`src/rtl/md_defs.sv`:
```
// Shared definitions for the multiply/divide sequencer: op codes, widths and FSM states.
package md_defs;

    localparam int unsigned MD_OP_W = 3;
    localparam int unsigned DATA_W  = 32;

    localparam logic [MD_OP_W-1:0] MD_NONE  = 3'd0;
    localparam logic [MD_OP_W-1:0] MD_MULT  = 3'd1;
    localparam logic [MD_OP_W-1:0] MD_MULTU = 3'd2;
    localparam logic [MD_OP_W-1:0] MD_DIV   = 3'd3;
    localparam logic [MD_OP_W-1:0] MD_DIVU  = 3'd4;
    localparam logic [MD_OP_W-1:0] MD_MTHI  = 3'd5;
    localparam logic [MD_OP_W-1:0] MD_MTLO  = 3'd6;

    typedef enum logic [1:0] {
        ST_IDLE      = 2'd0,
        ST_DIV_START = 2'd1,
        ST_DIV_WAIT  = 2'd2,
        ST_DONE      = 2'd3
    } md_state_t;

    function automatic logic is_div(input logic [MD_OP_W-1:0] op);
        return (op == MD_DIV) || (op == MD_DIVU);
    endfunction

endpackage

```
`src/rtl/mdu_sequencer.sv`:
```
// Multiply/divide controller: drives the combinational multiplier, sequences the
// iterative divider, owns HI/LO and holds the pipeline while a divide is in flight.
module mdu_sequencer
    import md_defs::*;
#(
    parameter int unsigned TIMEOUT_CYCLES = 40,
    parameter int unsigned CNT_W          = 6
) (
    input  logic                clk,
    input  logic                rst,
    input  logic [MD_OP_W-1:0]  md_op,
    input  logic [DATA_W-1:0]   rs_data,
    input  logic [DATA_W-1:0]   rt_data,
    input  logic [2*DATA_W-1:0] mult_prod,
    output logic                mult_signed,
    output logic                div_start,
    output logic                div_signed,
    output logic [DATA_W-1:0]   div_dividend,
    output logic [DATA_W-1:0]   div_divisor,
    input  logic                div_busy,
    input  logic                div_over,
    input  logic [DATA_W-1:0]   div_q,
    input  logic [DATA_W-1:0]   div_r,
    output logic                stall,
    output logic                div_err,
    output logic [DATA_W-1:0]   hi,
    output logic [DATA_W-1:0]   lo
);

    localparam logic [CNT_W-1:0] CNT_LAST = CNT_W'(TIMEOUT_CYCLES - 1);

    md_state_t          state, state_nxt;
    logic [CNT_W-1:0]   cnt, cnt_nxt;
    logic [DATA_W-1:0]  hi_nxt, lo_nxt;
    logic               err_nxt;
    logic               load_ops;

    // Completion is signalled by div_over alone; busy is informational only.
    logic unused_div_busy;
    assign unused_div_busy = div_busy;

    assign mult_signed = (md_op == MD_MULT);

    // Next-state, HI/LO update and stall decode.
    always_comb begin
        state_nxt = state;
        cnt_nxt   = cnt;
        hi_nxt    = hi;
        lo_nxt    = lo;
        err_nxt   = 1'b0;
        load_ops  = 1'b0;
        stall     = 1'b0;
        unique case (state)
            ST_IDLE: begin
                if (md_op == MD_MULT || md_op == MD_MULTU) begin
                    hi_nxt = mult_prod[2*DATA_W-1:DATA_W];
                    lo_nxt = mult_prod[DATA_W-1:0];
                end else if (md_op == MD_MTHI) begin
                    hi_nxt = rs_data;
                end else if (md_op == MD_MTLO) begin
                    lo_nxt = rs_data;
                end else if (is_div(md_op) && (rt_data != '0)) begin
                    stall     = 1'b1;
                    load_ops  = 1'b1;
                    state_nxt = ST_DIV_START;
                end
            end
            ST_DIV_START: begin
                stall     = 1'b1;
                cnt_nxt   = '0;
                state_nxt = ST_DIV_WAIT;
            end
            ST_DIV_WAIT: begin
                stall   = 1'b1;
                cnt_nxt = cnt + CNT_W'(1);
                if (div_over) begin
                    lo_nxt    = div_q;
                    hi_nxt    = div_r;
                    state_nxt = ST_DONE;
                end else if (cnt == CNT_LAST) begin
                    err_nxt   = 1'b1;
                    state_nxt = ST_DONE;
                end
            end
            // The retiring divide is still on md_op here and must not re-issue.
            ST_DONE: begin
                state_nxt = ST_IDLE;
            end
            default: begin
                state_nxt = ST_IDLE;
            end
        endcase
    end

    // State, HI/LO, divider handshake and operand registers.
    always_ff @(posedge clk) begin
        if (rst) begin
            state        <= ST_IDLE;
            cnt          <= '0;
            hi           <= '0;
            lo           <= '0;
            div_start    <= 1'b0;
            div_err      <= 1'b0;
            div_signed   <= 1'b0;
            div_dividend <= '0;
            div_divisor  <= '0;
        end else begin
            state     <= state_nxt;
            cnt       <= cnt_nxt;
            hi        <= hi_nxt;
            lo        <= lo_nxt;
            div_start <= (state_nxt == ST_DIV_START);
            div_err   <= err_nxt;
            if (load_ops) begin
                div_signed   <= (md_op == MD_DIV);
                div_dividend <= rs_data;
                div_divisor  <= rt_data;
            end
        end
    end

endmodule

```
`config.mk`:
```
export PLATFORM = sky130hd
export DESIGN_NAME = mdu_sequencer
export DESIGN_NICKNAME = d
export VERILOG_FILES = /design/src/rtl/md_defs.sv /design/src/rtl/mdu_sequencer.sv
export SDC_FILE = /design/constraint.sdc
export NUM_CORES = 1
export LEC_CHECK = 0
export BUFFER_PORTS_ARGS = -buffer_cell sky130_fd_sc_hd__buf_2
export CAP_MARGIN = 10
export CORE_MARGIN = 4
export CORE_UTILIZATION = 30
export CTS_CLUSTER_DIAMETER = 60
export DETAILED_ROUTE_END_ITERATION = 10
export MAX_ROUTING_LAYER = met4
export SYNTH_ARGS = -nofsm -noshare
export SYNTH_HDL_FRONTEND = slang
export SYNTH_SLANG_ARGS = --single-unit
```
`constraint.sdc`:
```
create_clock -name clk -period 5.4 [get_ports clk]
set_input_delay 1.62 -clock clk [delete_from_list [all_inputs] [get_ports clk]]
set_output_delay 1.62 -clock clk [all_outputs]
set_load 0.03 [all_outputs]
```
After elaboration in Yosys (flattened, before gate mapping)
Cells that the tools add are included.
{ "classes": {"n_eq_ne": 15, "mux": 24, "n_reduce_logical": 11, "bitwise_logic": 1, "div": 0, "mul": 0, "n_shift": 0, "magnitude_cmp": 0, "n_addsub": 1} }
{ "ops": {"columns": ["op", "n"], "rows": [
  ["32-bit 2-to-1 mux", 7],
  ["32-bit one-hot mux with 2 select lines", 2],
  ["32-bit nonzero test", 1],
  ["2-bit 2-to-1 mux", 6],
  ["6-bit one-hot mux with 2 select lines", 1],
  ["3-bit == test (second input constant)", 3],
  ["3-bit inequality test (second input constant)", 3],
  ["2-bit one-hot mux with 4 select lines", 1],
  ["6-bit by 1-bit adder with 6-bit output (second input constant)", 1],
  ["3-bit by 2-bit == test with 1-bit output (second input constant)", 2],
  ["6-bit == test (second input constant)", 1],
  ["1-bit 2-to-1 mux", 6],
  ["2-bit by 1-bit == test with 1-bit output (second input constant)", 2],
  ["2-bit == test (second input constant)", 2],
  ["4-bit AND reduction", 1],
  ["2-bit nonzero test", 2],
  ["3-bit by 1-bit == test with 1-bit output (second input constant)", 1],
  ["3-bit AND reduction", 1],
  ["3-bit OR reduction", 1],
  ["2-bit zero test", 1],
  ["1-bit logical OR", 2],
  ["2-bit inequality test (second input constant)", 1],
  ["1-bit one-hot mux with 2 select lines", 1],
  ["2-bit OR reduction", 1],
  ["2 further kinds", 2]
]} }
{ "word_totals": {"memories": 0, "elab_cells": 61, "mem_bits_ro": 0, "output_inout_bits": 133, "ff_bits": 139, "inputBits": 199, "latch_bits": 0, "mem_bits_rw": 0} }

Longest topological paths before layout
{ "logic_depth": {"ltp_word": 9, "depth_mapped": 8, "depth_no_buf": 6} }

Worst setup path after synthesis
No wires, ideal clock.
{ "synth_path": {"kind": "input -> output", "start": "input port md_op[0]", "end": "output port stall", "slack_ps": 462, "cell_stages": 7, "arrival_ps": 3318, "t_required_ps": 3780, "path_buffers": 3, "cell_sequence": "buf_2 > or3b_1 > a211oi_1 > o21ai_1 > buf_4 > buf_6 > a21oi_1"} }
{ "synth_between": {"elab_chain_len": 8, "elab_cells_between_ends": 14, "classes_between": "6 x eq/ne; 5 x mux; 3 x reduce/logical"} }
{ "synth_rtl": {"columns": ["element", "line", "rtl"], "rows": [
  ["start, declared", "mdu_sequencer.sv:11", "input logic [MD_OP_W-1:0] md_op,"],
  ["3-bit by 2-bit == test with 1-bit output / 3-bit == test (equally long branches)", "md_defs.sv:23", "return (op == MD_DIV) || (op == MD_DIVU);"],
  ["1-bit logical OR", "md_defs.sv:23", null],
  ["1-bit logical AND", "mdu_sequencer.sv:62", "end else if (is_div(md_op) && (rt_data != '0)) begin"],
  ["1-bit 2-to-1 mux", "mdu_sequencer.sv:62", null],
  ["1-bit 2-to-1 mux", "mdu_sequencer.sv:60", "end else if (md_op == MD_MTLO) begin"],
  ["1-bit 2-to-1 mux", "mdu_sequencer.sv:58", "end else if (md_op == MD_MTHI) begin"],
  ["1-bit 2-to-1 mux *", "mdu_sequencer.sv:55", "if (md_op == MD_MULT || md_op == MD_MULTU) begin"],
  ["1-bit one-hot mux with 2 select lines *", "mdu_sequencer.sv:53", "unique case (state)"],
  ["end, declared", "mdu_sequencer.sv:24", "output logic stall,"]
]} }
Mark *: on every way between the ends. The rest lies on a longest branch, timed or not.

Worst setup path after layout
{ "layout_path": {"start": "input port md_op[1]", "end": "output port stall"} }
Same word-level chain as after synthesis.

==> results_dict.tcl <==
set metrics [dict create \
    grt_pass1_wl_mm 38.4 \
    fmax_ghz 0.213 \
    synth.distinct_cells 39 \
    clk_path_buf_depth 2 \
    die_area_sq_um 25100 \
    final_nets 1257 \
    cts.clk_slew.worst_paths_ns 0.06 \
    die_x_um 158 \
    core-area_sq_um 22000 \
    ctsResizeCount 0 \
    critPathLaunch "md_op[1]" \
    endpoint "stall" \
    required_ns 3.78 \
    rows 54 \
    path_class "input pin to output port" \
    holdBufCountCts 0 \
    final.setup_skew_ns 0.00978 \
    initialDrtViolationCount 496 \
    hold_path_class "flip-flop to flip-flop" \
    vias 6965 \
    hold_start "div_divisor[24]" \
    whs_ns 0.452 \
    cp.arrival_ns 3.08 \
    crit_path_end_kind "output port" \
    vdd_drop_max_uv 285 \
    rsz0062_at_grt "no" \
    crit_top_cell "buf_2" \
    syn2layout_area_growth_pct 35.2 \
    viasPerCell 5.17 \
    io_pins 332 \
    avgRoutedWirePerCell_um 19.0 \
    cellLeakagePower_nw 4.46 \
    slowest_stage "or3b_1" \
    reg2reg_from "state[0]" \
    dp_hpwl_mm 18.1 \
    final_area_sq_um 9170 \
    grt_max_degree 123 \
    clkLatencyLatePin_ns 0.42 \
    synth_warnings 0 \
    period_share_pct 86.9 \
    synth.avg_cell_area_sq_um 8.81 \
    grt_pass1_vias 6962 \
    portBuffers 330 \
    start_util_pct 30.8 \
    status "completed" \
    critical_path_buf_inv_count 2 \
    r2r_setup_slack_ns 2.65 \
    worst_r2r_path_depth 7 \
    ys_ff_latch 139 \
    synth_fp_nets 974 \
    antenna_found_initial 2 \
    root_buffer "clkbuf_16" \
    syn_inst 770 \
    worstMarginPinSlew_ns 0.979 \
    final_antenna_net_count 0 \
    cts_setup_buffers 0 \
    routed_wirelength_mm 25.7 \
    maxSlewHeadroom_pct 34.7 \
    grt_overflow_total 0 \
    reg2reg_to "hi[7]" \
    dr.pass1.iters 4 \
    drc 0 \
    cts_tree "built" \
    place_area_sq_um 8520 \
    drv_slew 0 \
    max_stage_delay_ns 0.40 \
    maxCapViolCount 0 \
    path_depth 6 \
    setup_tns_ns 0 \
    start_kind "input pin" \
    cts_made_buffers 17 \
    hold_viol 0 \
    cts_max_level 4 \
    die_y_um 158 \
    drive_gt1_share_pct 37.4 \
    power.density_nw_per_um2 499 \
    cts_sinks 139 \
    critPathTopFamily "compound AO/OA/AOI/OAI gates" \
    min_period_ns 4.70 \
    place_congestion 0.872 \
    track_usage_pct 20.3 \
    seq_area_frac_synth_pct 41.0 \
    setup_violations 0 \
    path_max_fanout 7 \
    utilization_pct 41.6 \
    crit_chain "buf_2 -> or3b_1 -> a211oi_1 -> o21ai_4 -> a21oi_1 -> buf_2" \
    synth_area_sq_um 6780 \
]
-- Yosys cell counts (all sizes together) --
cell,instances,area share (%)
clkbuf,59,3.3
o31ai,1,0.18
o21ai,6,0.44
nor2b,3,0.28
nand3,65,4.8
or3b,1,0.13
nor2,67,3.7
nor3b,2,0.22
o221ai,1,0.22
a211oi,66,7.3
nor4,9,0.83
mux2i,65,9.6
dfxtp,139,41
and2,1,0.13
nand2,137,7.6
a32o,1,0.15
a21boi,32,3.5
ha,5,0.92
nand4,5,0.46
a21oi,4,0.30
mux2,1,0.17
o41ai,64,10
xor2,4,0.63
nand3b,1,0.11
inv,7,0.39
a311oi,1,0.13
o32a,1,0.15
buf,18,2.6
nor4bb,1,0.15
or3,2,0.18
o211ai,1,0.11
-- worst reg2reg max path, delay by kind of cell (launching register included) --
kind | cells | cell delay, ns
buffers and inverters | 2 | 0.84
adder cells (fa/ha/maj) | 1 | 0.60
multiplexers | 1 | 0.47
flip-flops | 1 | 0.34
AND/OR/NAND/NOR | 1 | 0.22
AO/OA/AOI/OAI | 2 | 0.17
-- logic make-up (layout without fill, tap and decap cells) --
group | Yosys count | after routing | share of synthesized area, %
other | 0 | 2 | 0
muxes | 66 | 66 | 9.76
and+or+nand+nor | 294 | 294 | 18.6
buffers and inverters | 84 | 380 | 6.27
DFF | 139 | 139 | 41.0
adders and majority gates | 5 | 5 | 0.923
xor gates and xnor gates | 4 | 4 | 0.628
AOI/OAI and AO/OA | 178 | 178 | 22.8
-- worst min path at each step --
stage / cells past startpoint / to
detailed placement: 2 / div_dividend[12]
floorplan: 2 / div_err
finish: 2 / div_divisor[24]
global route: 2 / div_divisor[14]
CTS: 2 / div_dividend[12]
global placement: 2 / div_dividend[9]
-- registers in the layout, indices dropped and copies added (netlist names) --
name / count
div_dividend: 32
div_divisor: 32
hi: 32
lo: 32
cnt: 6
state: 2
div_err: 1
div_signed: 1
div_start: 1
-- area by class of cell --
type | count | area (sq um)
Inverter | 7 | 31.3
Fill cell | 2244 | 12900
Tap cell | 280 | 350
Clock buffer | 20 | 457
Antenna cell | 2 | 5.00
Sequential cell | 139 | 2780
Timing Repair Buffer | 341 | 1740
Multi-Input combinational cell | 547 | 3620
Clock inverter | 12 | 185
-- placed cells by master (no fill, tap or decap), drive strengths merged, types with 4 or more instances in the layout --
master | synthesis | final
ha | 5 | 5
a211oi | 66 | 66
inv | 7 | 10
buf | 18 | 341
o41ai | 64 | 64
nand4 | 5 | 5
nand3 | 65 | 65
xor2 | 4 | 4
mux2i | 65 | 65
o21ai | 6 | 6
a21boi | 32 | 32
dfxtp | 139 | 139
clkbuf | 59 | 20
nor2 | 67 | 67
nor4 | 9 | 9
nand2 | 137 | 137
bufinv | 0 | 4
a21oi | 4 | 4
clkinv | 0 | 4
-- per-stage QoR --
step	power (mW)	setup slack, ns	instances
after floorplan	2.71	0.462	770
after global placement	3.29	0.707	1314
after detailed placement	3.31	0.718	1314
after CTS	4.61	0.698	1346
after global routing	4.81	0.635	1348
final	4.57	0.705	1348
-- per-layer routing --
| metal | track usage (%) | wire length (um) | up-vias |
|---|---|---|---|
| met2 | 32.8 | 12400 | 271 |
| met3 | 4.38 | 1550 | 54 |
| li1 | - | - | 3381 |
| met5 | - | 0 | - |
| met4 | 8.77 | 954 | 0 |
| met1 | 24.5 | 10800 | 3259 |
-- report_power, final --
part | leakage [nW] | internal (mW) | total, mW | switching, mW
Combinational | 3.02 | 0.547 | 1.88 | 1.34
Sequential | 1.13 | 1.27 | 1.40 | 0.122
Clock | 0.312 | 0.805 | 1.29 | 0.487
Power figures use the tool's default switching activity.
